File: src/rtl/program_sequencer_if.sv
// Byte handshake between program_sequencer (master) and the serial byte transmitter (slave).
// A byte moves on every cycle where tx_valid and tx_ready are both high.
interface program_sequencer_if;
   logic [7:0] tx_data;
   logic       tx_last;
   logic       tx_valid;
   logic       tx_ready;

   modport master (output tx_data, output tx_last, output tx_valid, input tx_ready);
   modport slave  (input tx_data, input tx_last, input tx_valid, output tx_ready);
endinterface

File: src/rtl/program_sequencer.sv
// Glitch program sequencer: walks program_rom, sends bytes, waits table delays and drives glitch pulses.
// Optional macro SEQ_LOOP_EN: while start stays high, completion restarts the program at slot 0.
module program_sequencer #(
   parameter int PROG_LEN   = 14,
   parameter int NUM_DELAYS = 4,
   parameter int PTR_W      = 8
) (
   input  logic                clk,
   input  logic                rst,
   input  logic                start,
   input  logic                abort,
   output logic [PTR_W-1:0]    instr_pt,
   input  logic [11:0]         instr,
   output logic [PTR_W-1:0]    delay_num,
   input  logic [31:0]         delay_len,
   program_sequencer_if.master tx,
   output logic                glitch_out,
   output logic                busy,
   output logic                done
);
   typedef enum logic [2:0] {
      S_IDLE, S_FETCH, S_SEND, S_DCAP, S_DELAY, S_PULSE, S_DONE
   } state_t;

   localparam logic [1:0]       OP_SEND  = 2'b00;
   localparam logic [1:0]       OP_PULSE = 2'b01;
   localparam logic [1:0]       OP_DELAY = 2'b10;
   localparam logic [1:0]       OP_HALT  = 2'b11;
   localparam logic [PTR_W-1:0] LAST_PT  = PTR_W'(PROG_LEN - 1);
   localparam logic [PTR_W-1:0] NUM_DLY  = PTR_W'(NUM_DELAYS);
   localparam logic [PTR_W-1:0] PT_ZERO  = {PTR_W{1'b0}};

   state_t           state_q, state_d;
   logic [PTR_W-1:0] pt_q, pt_d;
   logic [PTR_W-1:0] dnum_q, dnum_d;
   logic [31:0]      cnt_q, cnt_d;
   logic [7:0]       txd_q, txd_d;
   logic             txl_q, txl_d;
   logic             start_q;
   logic             txv_q, glitch_q, busy_q, done_q;

   logic [1:0]       op_s;
   logic [7:0]       arg_s;
   logic             eop_s;
   logic             last_slot_s;
   logic             dly_zero_s;
   state_t           adv_state_s;
   logic [PTR_W-1:0] adv_pt_s;

   assign op_s        = instr[11:10];
   assign arg_s       = instr[8:1];
   assign eop_s       = ~instr[9] | (op_s == OP_HALT);
   // Leaving the last slot is the same as reaching PROG_LEN, so go straight to DONE.
   assign last_slot_s = (pt_q == LAST_PT);
   assign adv_state_s = last_slot_s ? S_DONE : S_FETCH;
   assign adv_pt_s    = last_slot_s ? PT_ZERO : pt_q + PTR_W'(1);
   assign dly_zero_s  = (dnum_q >= NUM_DLY) | (delay_len == 32'd0);

   // Next-state and datapath decode.
   always_comb begin
      state_d = state_q;
      pt_d    = pt_q;
      dnum_d  = dnum_q;
      cnt_d   = cnt_q;
      txd_d   = txd_q;
      txl_d   = txl_q;
      if (abort && (state_q != S_IDLE)) begin
         state_d = S_IDLE;
         pt_d    = PT_ZERO;
         cnt_d   = 32'd0;
      end else begin
         case (state_q)
            S_IDLE: begin
               if (start && !start_q) begin
                  state_d = S_FETCH;
                  pt_d    = PT_ZERO;
               end else begin
                  state_d = S_IDLE;
               end
            end
            S_FETCH: begin
               if (eop_s) begin
                  state_d = S_DONE;
                  pt_d    = PT_ZERO;
               end else begin
                  case (op_s)
                     OP_SEND: begin
                        txd_d   = arg_s;
                        txl_d   = instr[0];
                        state_d = S_SEND;
                     end
                     OP_DELAY: begin
                        dnum_d  = {{(PTR_W-8){1'b0}}, arg_s};
                        state_d = S_DCAP;
                     end
                     OP_PULSE: begin
                        if (arg_s != 8'd0) begin
                           cnt_d   = {24'd0, arg_s};
                           state_d = S_PULSE;
                        end else begin
                           state_d = adv_state_s;
                           pt_d    = adv_pt_s;
                        end
                     end
                     default: begin
                        state_d = S_DONE;
                        pt_d    = PT_ZERO;
                     end
                  endcase
               end
            end
            S_SEND: begin
               if (tx.tx_ready) begin
                  state_d = adv_state_s;
                  pt_d    = adv_pt_s;
               end else begin
                  state_d = S_SEND;
               end
            end
            S_DCAP: begin
               if (dly_zero_s) begin
                  state_d = adv_state_s;
                  pt_d    = adv_pt_s;
               end else begin
                  cnt_d   = delay_len;
                  state_d = S_DELAY;
               end
            end
            S_DELAY, S_PULSE: begin
               if (cnt_q == 32'd1) begin
                  cnt_d   = 32'd0;
                  state_d = adv_state_s;
                  pt_d    = adv_pt_s;
               end else begin
                  cnt_d   = cnt_q - 32'd1;
               end
            end
            S_DONE: begin
`ifdef SEQ_LOOP_EN
               if (start) begin
                  state_d = S_FETCH;
                  pt_d    = PT_ZERO;
               end else begin
                  state_d = S_IDLE;
               end
`else
               state_d = S_IDLE;
`endif
            end
            default: state_d = S_IDLE;
         endcase
      end
   end

   // State, datapath and registered outputs; outputs follow the state being entered.
   always_ff @(posedge clk or posedge rst) begin
      if (rst) begin
         state_q  <= S_IDLE;
         pt_q     <= PT_ZERO;
         dnum_q   <= PT_ZERO;
         cnt_q    <= 32'd0;
         txd_q    <= 8'd0;
         txl_q    <= 1'b0;
         start_q  <= 1'b1;
         txv_q    <= 1'b0;
         glitch_q <= 1'b0;
         busy_q   <= 1'b0;
         done_q   <= 1'b0;
      end else begin
         state_q  <= state_d;
         pt_q     <= pt_d;
         dnum_q   <= dnum_d;
         cnt_q    <= cnt_d;
         txd_q    <= txd_d;
         txl_q    <= txl_d;
         start_q  <= start;
         txv_q    <= (state_d == S_SEND);
         glitch_q <= (state_d == S_PULSE);
         busy_q   <= (state_d != S_IDLE) && (state_d != S_DONE);
         done_q   <= (state_d == S_DONE);
      end
   end

   assign instr_pt    = pt_q;
   assign delay_num   = dnum_q;
   assign tx.tx_data  = txd_q;
   assign tx.tx_last  = txl_q;
   assign tx.tx_valid = txv_q;
   assign glitch_out  = glitch_q;
   assign busy        = busy_q;
   assign done        = done_q;
endmodule

File: src/flat_wrapper.sv
// flat-port wrapper written by rule: the top's interface ports become plain ports
module program_sequencer_flat 
#(
   parameter int PROG_LEN   = 14,
   parameter int NUM_DELAYS = 4,
   parameter int PTR_W      = 8
)
  (clk, rst, start, abort, instr_pt, instr, delay_num, delay_len, glitch_out, busy, done, tx_tx_data, tx_tx_last, tx_tx_valid, tx_tx_ready);
  program_sequencer_if tx_i ();
  input  logic clk;
  input  logic rst;
  input  logic start;
  input  logic abort;
  output logic [PTR_W-1:0] instr_pt;
  input  logic [11:0] instr;
  output logic [PTR_W-1:0] delay_num;
  input  logic [31:0] delay_len;
  output logic glitch_out;
  output logic busy;
  output logic done;
  output wire logic [$bits(tx_i.tx_data)-1:0] tx_tx_data;
  output wire logic [$bits(tx_i.tx_last)-1:0] tx_tx_last;
  output wire logic [$bits(tx_i.tx_valid)-1:0] tx_tx_valid;
  input wire logic [$bits(tx_i.tx_ready)-1:0] tx_tx_ready;
  assign tx_tx_data = tx_i.tx_data;
  assign tx_tx_last = tx_i.tx_last;
  assign tx_tx_valid = tx_i.tx_valid;
  assign tx_i.tx_ready = tx_tx_ready;
  program_sequencer #(.PROG_LEN(PROG_LEN), .NUM_DELAYS(NUM_DELAYS), .PTR_W(PTR_W)) u_core (.clk(clk), .rst(rst), .start(start), .abort(abort), .instr_pt(instr_pt), .instr(instr), .delay_num(delay_num), .delay_len(delay_len), .tx(tx_i), .glitch_out(glitch_out), .busy(busy), .done(done));
endmodule
File: config.mk
export PLATFORM = sky130hd
export DESIGN_NAME = program_sequencer_flat
export DESIGN_NICKNAME = d
export VERILOG_FILES = /design/src/rtl/program_sequencer_if.sv /design/src/rtl/program_sequencer.sv /design/src/flat_wrapper.sv
export SDC_FILE = /design/constraint.sdc
export NUM_CORES = 1
export LEC_CHECK = 0
export ABC_AREA = 1
export CAP_MARGIN = 40
export CORE_ASPECT_RATIO = 0.7
export CORE_MARGIN = 3
export CORE_UTILIZATION = 46
export CTS_BUF_LIST = sky130_fd_sc_hd__clkbuf_4 sky130_fd_sc_hd__clkbuf_8
export DETAILED_ROUTE_END_ITERATION = 6
export PLACE_DENSITY_LB_ADDON = 0.3
export SLEW_MARGIN = 20
export SYNTH_ARGS = -nofsm -noshare
export SYNTH_HDL_FRONTEND = slang
export SYNTH_SLANG_ARGS = --single-unit
File: constraint.sdc
create_clock -name clk -period 2.23 [get_ports clk]
set_input_delay 0.446 -clock clk [delete_from_list [all_inputs] [get_ports clk]]
set_output_delay 0.446 -clock clk [all_outputs]
set_load 0.005 [all_outputs]
Word level (Yosys, flattened, before mapping)
Index checks and enable logic that the tools add are counted.
Storage, ports and cells
  input port bits: 49
  bits in registers: 65
  logic and storage cells: 88
Operators by class
  mux-type cells: 27
  eq/ne operators: 24
  $add $sub $neg: 2
  bitwise logic cells: 5
  reduce and logical (&&, ||, !) cells: 18
  order comparisons: 1
Operator list (number)
  32-bit 2-to-1 mux: 6
  32-bit case mux with 3 select lines: 1
  8-bit 2-to-1 mux: 8
  8-bit case mux with 5 select lines: 1
  32-bit by 1-bit equality test with 1-bit output (second input constant): 1
  32-bit zero test: 1
  32-bit by 1-bit subtractor with 32-bit output (second input constant): 1
  3-bit 2-to-1 mux: 7
  8-bit case mux with 2 select lines: 1
  3-bit by 1-bit != test with 1-bit output (second input constant): 5
  3-bit case mux with 5 select lines: 1
  3-bit equality test (second input constant): 4
  3-bit by 2-bit equality test with 1-bit output (second input constant): 3
  3-bit != test (second input constant): 3
  3-bit case mux with 3 select lines: 1
  8-bit by 1-bit adder with 8-bit output (second input constant): 1
  8-bit by 4-bit equality test with 1-bit output (second input constant): 1
  8-bit by 3-bit greater-or-equal comparator with 1-bit output (second input constant): 1
  4-bit AND reduction: 2
  8-bit nonzero test: 1
  7-bit AND reduction: 1
  3-bit nonzero test: 2
  6-bit nonzero test: 1
  5-bit by 3-bit != test with 1-bit output (second input constant): 1
  15 further kinds: 22

Longest topological paths before layout
Gate-level depths: netlist of the first run.
  depth after elaboration: 9
  depth in mapped cells: 15
  mapped depth without buffers: 15

Worst setup path after synthesis of the first run
Ideal clock, no wire load.
  path kind: register to register
  from: register u_core.cnt_q[0]
  to: register u_core.cnt_q[26]
  arrival time: 1550 ps
  setup time: 116 ps
  cell stages (with the launch flop): 14
  slack: 564 ps
  data required time: 2114 ps
  cell sequence: dfrtp_1 -> inv_1 -> ha_1 -> nand2_1 -> nor2_4 -> nand2_2 -> nor2_4 -> nand2_2 -> nor2_1 -> nand2_1 -> nand2_1 -> o21ai_1 -> nand2_1 -> nand2_1
Between the ends
  longest elaborated chain between the ends: 4
  elaborated cells on any way between the ends: 5
  those cells by class: add/sub (1); eq/ne (1); mux (3)
Ends and longest elaborated chain
  start: declaration: line program_sequencer.sv:36  | logic [31:0] cnt_q, cnt_d;
  start signal: assignment: line program_sequencer.sv:173  | cnt_q <= cnt_d;
  32-bit by 1-bit subtractor with 32-bit output / 32-bit by 1-bit equality test with 1-bit output (equally long branches): line program_sequencer.sv:135, program_sequencer.sv:130
  32-bit 2-to-1 mux *: line program_sequencer.sv:130  | if (cnt_q == 32'd1) begin
  32-bit case mux with 3 select lines *: line program_sequencer.sv:72  | case (state_q)
  32-bit 2-to-1 mux *: line program_sequencer.sv:67  | if (abort && (state_q != S_IDLE)) begin
Mark *: on every way between the ends. The rest lies on a longest branch, timed or not.
A chain may end at the register's enable or synchronous reset.

Worst setup path after layout of the first run
  from: input port instr[7]
  to: register u_core.cnt_q[8]
Between the ends
  longest elaborated chain between the ends: 3
Ends and longest elaborated chain
  start: declaration: line flat_wrapper.sv:15  | input logic [11:0] instr;
  8-bit nonzero test: line program_sequencer.sv:97  | if (arg_s != 8'd0) begin
  3-bit by 1-bit != test with 1-bit output (no line)
  5-bit AND reduction (no line)
No other way between the ends.

==> run_results.csv, run 1 <==
group,metric,value,unit
placed_design,io_buffer_count,77,
clocking,clockBufferDepth,2,
synthesis,ys_ff_latch,65,
finish,nFillCells,859,
pwr,power.total,5800,µW
finish,final_cell_mix,"nand2_1, nor2_1, inv_1, clkdlybuf4s50_1, o21ai_0",
floorplanning,coreArea,0.00929,mm²
floorplanning,io_pins,78,
setup_path,critPathArrivalTime,2.37,ns
finish,final_nets,831,
clocking,cts_htree_levels,3,
placed_design,dpl.hpwl,9830,µm
detailed_routing,routedWlPerCell,14.3,µm
finish,layout_commonest_cell,"nand2_1",
finish,final_util,62.7,%
clocking,insertion_delay,0.36,ns
setup_path,crit_fanout,19,
clocking,clkTransAtPathRegs,0.08,ns
hold_path,min-delay-path-class,"input pin to async pin",
setup_path,slowest_stage,"clkdlybuf4s50_1",
synthesis,synth_edf_count,0,
placed_design,dp_worst_setup_slack,-0.159,ns
pwr,power.density,997,mW/mm²
grt,grt_antenna_before_repair,0,
synthesis,yosys_most_used_dff,"dfrtp_1",
finish,seq_area,0.00163,mm²
synthesis,ys_seq_area_share,36.1,%
sta,grt_setup_unrepaired,"false",
detailed_routing,vias_per_cell,5.38,
floorplanning,die_h,88.9,µm
setup_path,r2r_cells,13,
setup_path,cp.depth,13,
pwr,vdd_ir_drop_max,0.000637,V
setup_path,critPathBufInv,4,
synthesis,ys_warn_count,0,
setup_path,critPathTopFamily,"buffers and inverters",
floorplanning,start_util,48.6,%
clocking,cts_buffers,9,
detailed_routing,ant_nets,0,
detailed_routing,drt_iter0_markers,375,
synthesis,synth_async_sr_flop_share,100,%
floorplanning,std_cell_rows,29,
finish,multi_input_area,0.00250,mm²
sta,setup_viol,0,
grt,grt_start_max_net_pins,66,
finish,drive_gt1_share,10.9,%
grt,grtUsageTotal,24.2,%
pwr,cellLeakagePower,0.00278,µW
sta,fin_hold_ws,0.476,ns
floorplanning,die_w,124,µm
synthesis,syn_inst,677,
floorplanning,die-area,0.0111,mm²
finish,syn2layout_area_growth,28.9,%
detailed_routing,first_pass_iters,5,
setup_path,endpoint_kind,"flop",
synthesis,synth_nets,730,
synthesis,syn_area_per_cell,6.67,µm²
grt,grt_pass1_wl,21500,µm
setup_path,max_stage_delay,0.48,ns
clocking,cts_tree,"done",
detailed_routing,vias,4870,
setup_path,crit_required,2.52,ns
setup_path,critPathLaunchType,"input pin",
sta,relSlewSlack,67.5,%
detailed_routing,route.detailed.drc,0,
setup_path,crit_type,"input pin to flop",
synthesis,synth_area,0.00451,mm²
clocking,cts_root_buf,"clkbuf_8",
clocking,clock_sinks,65,
sta,max_freq,0.481,GHz
synthesis,synth_cell_types,38,
sta,fin_ws,0.150,ns
detailed_routing,routed_wl,13000,µm
run,maxCapViolations,0,
sta,skew,0.00903,ns
finish,diodes,0,
sta,tightest_slew,0.486,ns
sta,slew_viol_final,0,
run_status,status,"complete, no violations",
setup_path,path_cells,"clkdlybuf4s50_1 -> nor2_1 -> nand2_1 -> nor2_1 -> buf_4 -> inv_1 -> nand3_1 -> a31oi_4 -> nand2_4 -> buf_4 -> nor2_8 -> nand2_1 -> o21ai_2",
grt,grt_overflow,0,
grt,grt_pass1_vias,4604,
sta,min_period,2.08,ns
sta,hold_viol_final,0,
sta,min_period_over_period,93.3,%
placed_design,gp_congestion,0.875,
[timing repair]
item / 4_1_cts / 5_1_grt
buffers inserted: 0 / 0
resized for setup: 0 / 4
setup endpoints to repair: 0 / 5
hold buffers: 0 / 0
[stage by stage]
stage          std cells  area, µm²  TNS (ns)
2_1_floorplan        677       4510         0
3_3_place_gp         891       5570    -0.988
3_5_place_dp         891       5570     -4.05
4_1_cts              906       5810         0
5_1_grt              906       5820         0
6_report             906       5820         0
[synth_stat cells, types with 4 or more instances]
cell type	instances	area, µm²
inv_2	5	18.8
nor2_1	100	375
nor2_4	5	56.3
dfrtp_1	64	1600
nor3_1	10	50.1
a21oi_1	12	60.1
inv_1	78	293
o211ai_1	6	45.0
o21ai_0	70	350
nand3_1	35	175
o21ai_2	5	43.8
xor2_1	14	123
nand2_2	4	25.0
nand4_1	14	87.6
nand2_1	203	762
ha_1	4	50.1
nor2_2	9	56.3
[power by group]
part | switching, µW | total [µW] | internal [µW]
Sequential | 220 | 1680 | 1460
Combinational | 1750 | 2890 | 1140
Clock | 474 | 1240 | 766
[tightest hold or removal path, cell delays in order]
cell,delay [ns]
clkdlybuf4s50_1,0.42
inv_2,0.07
buf_12,0.30
[sequential cells by signal (all words and copies together) (netlist names)]
register	cells
u_core.state_q	3
u_core.tx.tx_data	8
u_core.cnt_q	32
u_core.tx.tx_last	1
u_core.instr_pt	8
u_core.tx.tx_valid	1
u_core.start_q	1
u_core.done	1
u_core.delay_num	8
u_core.glitch_out	1
u_core.busy	1
[path summary, 6_finish.rpt]
kind / startpoint / to / slack [ns]
max: instr[7] / u_core.cnt_q[8] / 0.15
min: rst / u_core.cnt_q[28] / 0.48
max reg2reg: u_core.cnt_q[0] / u_core.cnt_q[26] / 0.18
min reg2reg: u_core.tx.tx_data[5] / u_core.tx.tx_data[5] / 0.49
max in group asynchronous: rst / u_core.tx.tx_data[0] / 1.45
min in group clk: u_core.tx.tx_data[5] / u_core.tx.tx_data[5] / 0.49
[layout make-up]
| cell class | count | area share [%] |
|---|---|---|
| clock buffer | 10 | 2.36 |
| clock inverter | 5 | 1.78 |
| inverter | 84 | 5.46 |
| multi-input combinational | 515 | 42.9 |
| sequential | 65 | 28.0 |
| tap | 124 | 2.67 |
| timing repair buffer | 103 | 16.8 |
[logic make-up (layout without fill, tap and decap cells)]
| group | after synthesis | in the layout | share of synthesized area, % |
|---|---|---|---|
| buffers and inverters | 97 | 202 | 8.79 |
| xor gates and xnor gates | 15 | 15 | 2.91 |
| adders and majority gates | 4 | 4 | 1.11 |
| AOI/OAI and AO/OA | 104 | 104 | 12.9 |
| DFF | 65 | 65 | 36.1 |
| muxes | 1 | 1 | 0.249 |
| and+or+nand+nor | 391 | 391 | 37.9 |
[routing by layer]
metal / track usage (%) / share of wire (%) / wire [µm]
met4: 9.75 / 2.6 / 332
met5: 0 / 0 / 0
met1: 32.9 / 46 / 5950
met2: 36.9 / 42 / 5520
met3: 6.82 / 9.2 / 1190
Note: power is estimated with default switching activity, not from simulation.
==> run 2: changes to the inputs <==
==> constraint.sdc (replaced) <==
create_clock -name clk -period 1.8 [get_ports clk]
set_input_delay 0.36 -clock clk [delete_from_list [all_inputs] [get_ports clk]]
set_output_delay 0.36 -clock clk [all_outputs]
set_load 0.005 [all_outputs]
==> run_results.csv, run 2 (synthesized netlist as in run 1, its figures left out) <==
group,metric,value,unit
finish,largest-register,"u_core.cnt_q",
grt,grt_pass1_vias,5074,
clocking,insertion_delay,0.37,ns
grt,grt_start_max_net_pins,30,
clocking,clkTransAtPathRegs,0.07,ns
placed_design,io_buffer_count,77,
placed_design,gp_congestion,0.906,
clocking,cts_tree,"done",
grt,grt_antenna_before_repair,0,
grt,grt_pass1_wl,24100,µm
setup_path,crit_required,2.06,ns
pwr,vdd_ir_drop_max,0.000954,V
detailed_routing,vias_per_cell,5.47,
grt,grtUsageTotal,27.3,%
detailed_routing,routedWlPerCell,16.5,µm
setup_path,endpoint_kind,"flop",
finish,final_cell_mix,"nand2_1, buf_4, inv_1, nor2_1, dfrtp_1",
detailed_routing,vias,5546,
clocking,cts_root_buf,"clkbuf_8",
setup_path,crit_fanout,8,
sta,grt_setup_unrepaired,"true",
finish,drive_gt1_share,31.6,%
setup_path,crit_type,"input pin to flop",
sta,fin_ws,-0.137,ns
sta,fin_hold_ws,0.285,ns
detailed_routing,first_pass_iters,7,
finish,final_util,76.8,%
setup_path,r2r_end,"u_core.cnt_q[19]",
placed_design,placed_area,0.00622,mm²
finish,final_nets,938,
floorplanning,die_w,124,µm
sta,skew,0.0121,ns
floorplanning,die_h,88.9,µm
finish,nFillCells,658,
detailed_routing,route.detailed.drc,0,
floorplanning,std_cell_rows,29,
sta,max_freq,0.516,GHz
sta,tightest_slew,0.350,ns
grt,grt_overflow,0,
sta,hold_viol_final,0,
sta,min_period_over_period,108,%
setup_path,max_stage_delay,0.44,ns
pwr,cellLeakagePower,0.00367,µW
finish,layout_commonest_cell,"nand2_1",
run_status,violations,"setup timing",
finish,largest_reg_flops,32,
placed_design,dpl.hpwl,10900,µm
hold_path,min-delay-path-class,"input pin to async pin",
floorplanning,start_util,48.6,%
clocking,cts_htree_levels,3,
setup_path,slowest_stage,"clkdlybuf4s50_1",
setup_path,ff2ff_setup_slack,-0.13,ns
finish,seq_area,0.00163,mm²
sta,slew_viol_final,0,
clocking,cts_buffers,9,
finish,fin_area,0.00714,mm²
placed_design,dp_worst_setup_slack,-0.554,ns
run,maxCapViolations,0,
sta,setup_viol,30,
setup_path,worstReg2RegStart,"u_core.cnt_q[1]",
detailed_routing,ant_nets,0,
floorplanning,coreArea,0.00929,mm²
setup_path,r2r_cells,12,
detailed_routing,drt_iter0_markers,602,
clocking,clock_sinks,65,
floorplanning,io_pins,78,
clocking,clockBufferDepth,2,
sta,min_period,1.94,ns
finish,multi_input_area,0.00286,mm²
floorplanning,die-area,0.0111,mm²
finish,syn2layout_area_growth,58.1,%
finish,diodes,0,
setup_path,critPathArrivalTime,2.20,ns
run_status,status,"complete, but fails checks",
detailed_routing,routed_wl,16700,µm
pwr,power.density,1230,mW/mm²
setup_path,critPathLaunchType,"input pin",
setup_path,path_cells,"clkdlybuf4s50_1 -> inv_1 -> nand2_1 -> inv_1 -> nand3_2 -> a31oi_4 -> nand2_4 -> buf_6 -> nor2_8 -> buf_12 -> nand2_1 -> o21ai_0",
sta,relSlewSlack,76.4,%
-- run 2: cell types whose count changed in the layout (fill, tap and decap cells not counted), sizes merged --
cell,change
clkinv,-1
inv,-1
clkinvlp,+3
clkbuf,+1
dlymetal6s2s,+29
buf,+107
dlygate4sd2,+10
bufinv,-1
clkdlybuf4s50,-39
-- run 2: metal layers --
layer | track usage (%) | up-vias | share of wire, %
met5 | 0 | - | 0
met4 | 10.7 | 0 | 3.2
met3 | 5.79 | 57 | 9.0
met2 | 45.4 | 330 | 47
met1 | 35.4 | 2584 | 41
li1 | - | 2575 | -
-- run 2: where the power goes --
part           internal [µW]  switching [µW]  leakage [µW]
Sequential              1800             276      0.000873
Clock                    808             620      0.000106
Combinational           2380            2880       0.00269
-- run 2: what timing repair did --
item,4_1_cts,5_1_grt
setup buffers,21,8
hold buffers,0,0
pin swaps,20,51
gates cloned,0,0
endpoints found under the setup margin,45,51
gates resized for setup,61,136
-- run 2: how the worst max path moves through the flow --
stage / end / slack [ns] / start / cells after the start
3_5_place_dp: u_core.cnt_q[19] / -0.55 / instr[5] / 13
4_1_cts: u_core.cnt_q[26] / 0.0003 / u_core.cnt_q[0] / 13
3_3_place_gp: u_core.cnt_q[17] / -0.42 / instr[7] / 13
2_1_floorplan: u_core.cnt_q[26] / 0.13 / u_core.cnt_q[0] / 13
5_1_grt: u_core.instr_pt[1] / -0.21 / u_core.cnt_q[1] / 12
6_report: u_core.cnt_q[19] / -0.14 / instr[11] / 12
-- run 2: layout make-up --
type                            instances  area share [%]
Timing Repair Buffer                  210            27.3
Sequential cell                        65            22.8
Clock inverter                          5            1.12
Clock buffer                           11            1.95
Multi-Input combinational cell        515            40.0
Inverter                               84            4.58
Tap cell                              124            2.17
-- run 2: through the flow --
stage | cells | power, µW | setup TNS (ns)
after detailed placement | 971 | 6230 | -22.89
after floorplan | 677 | 4270 | 0
final | 1014 | 8770 | -0.961
after global routing | 1014 | 9220 | -3.82
after global placement | 971 | 6070 | -18.27
after CTS | 1007 | 8100 | 0
-- run 2: critical path, delay by kind of cell --
kind | cells | cell delay [ns]
compound gates | 2 | 0.39
buf+inv | 5 | 0.93
simple gates | 5 | 0.51
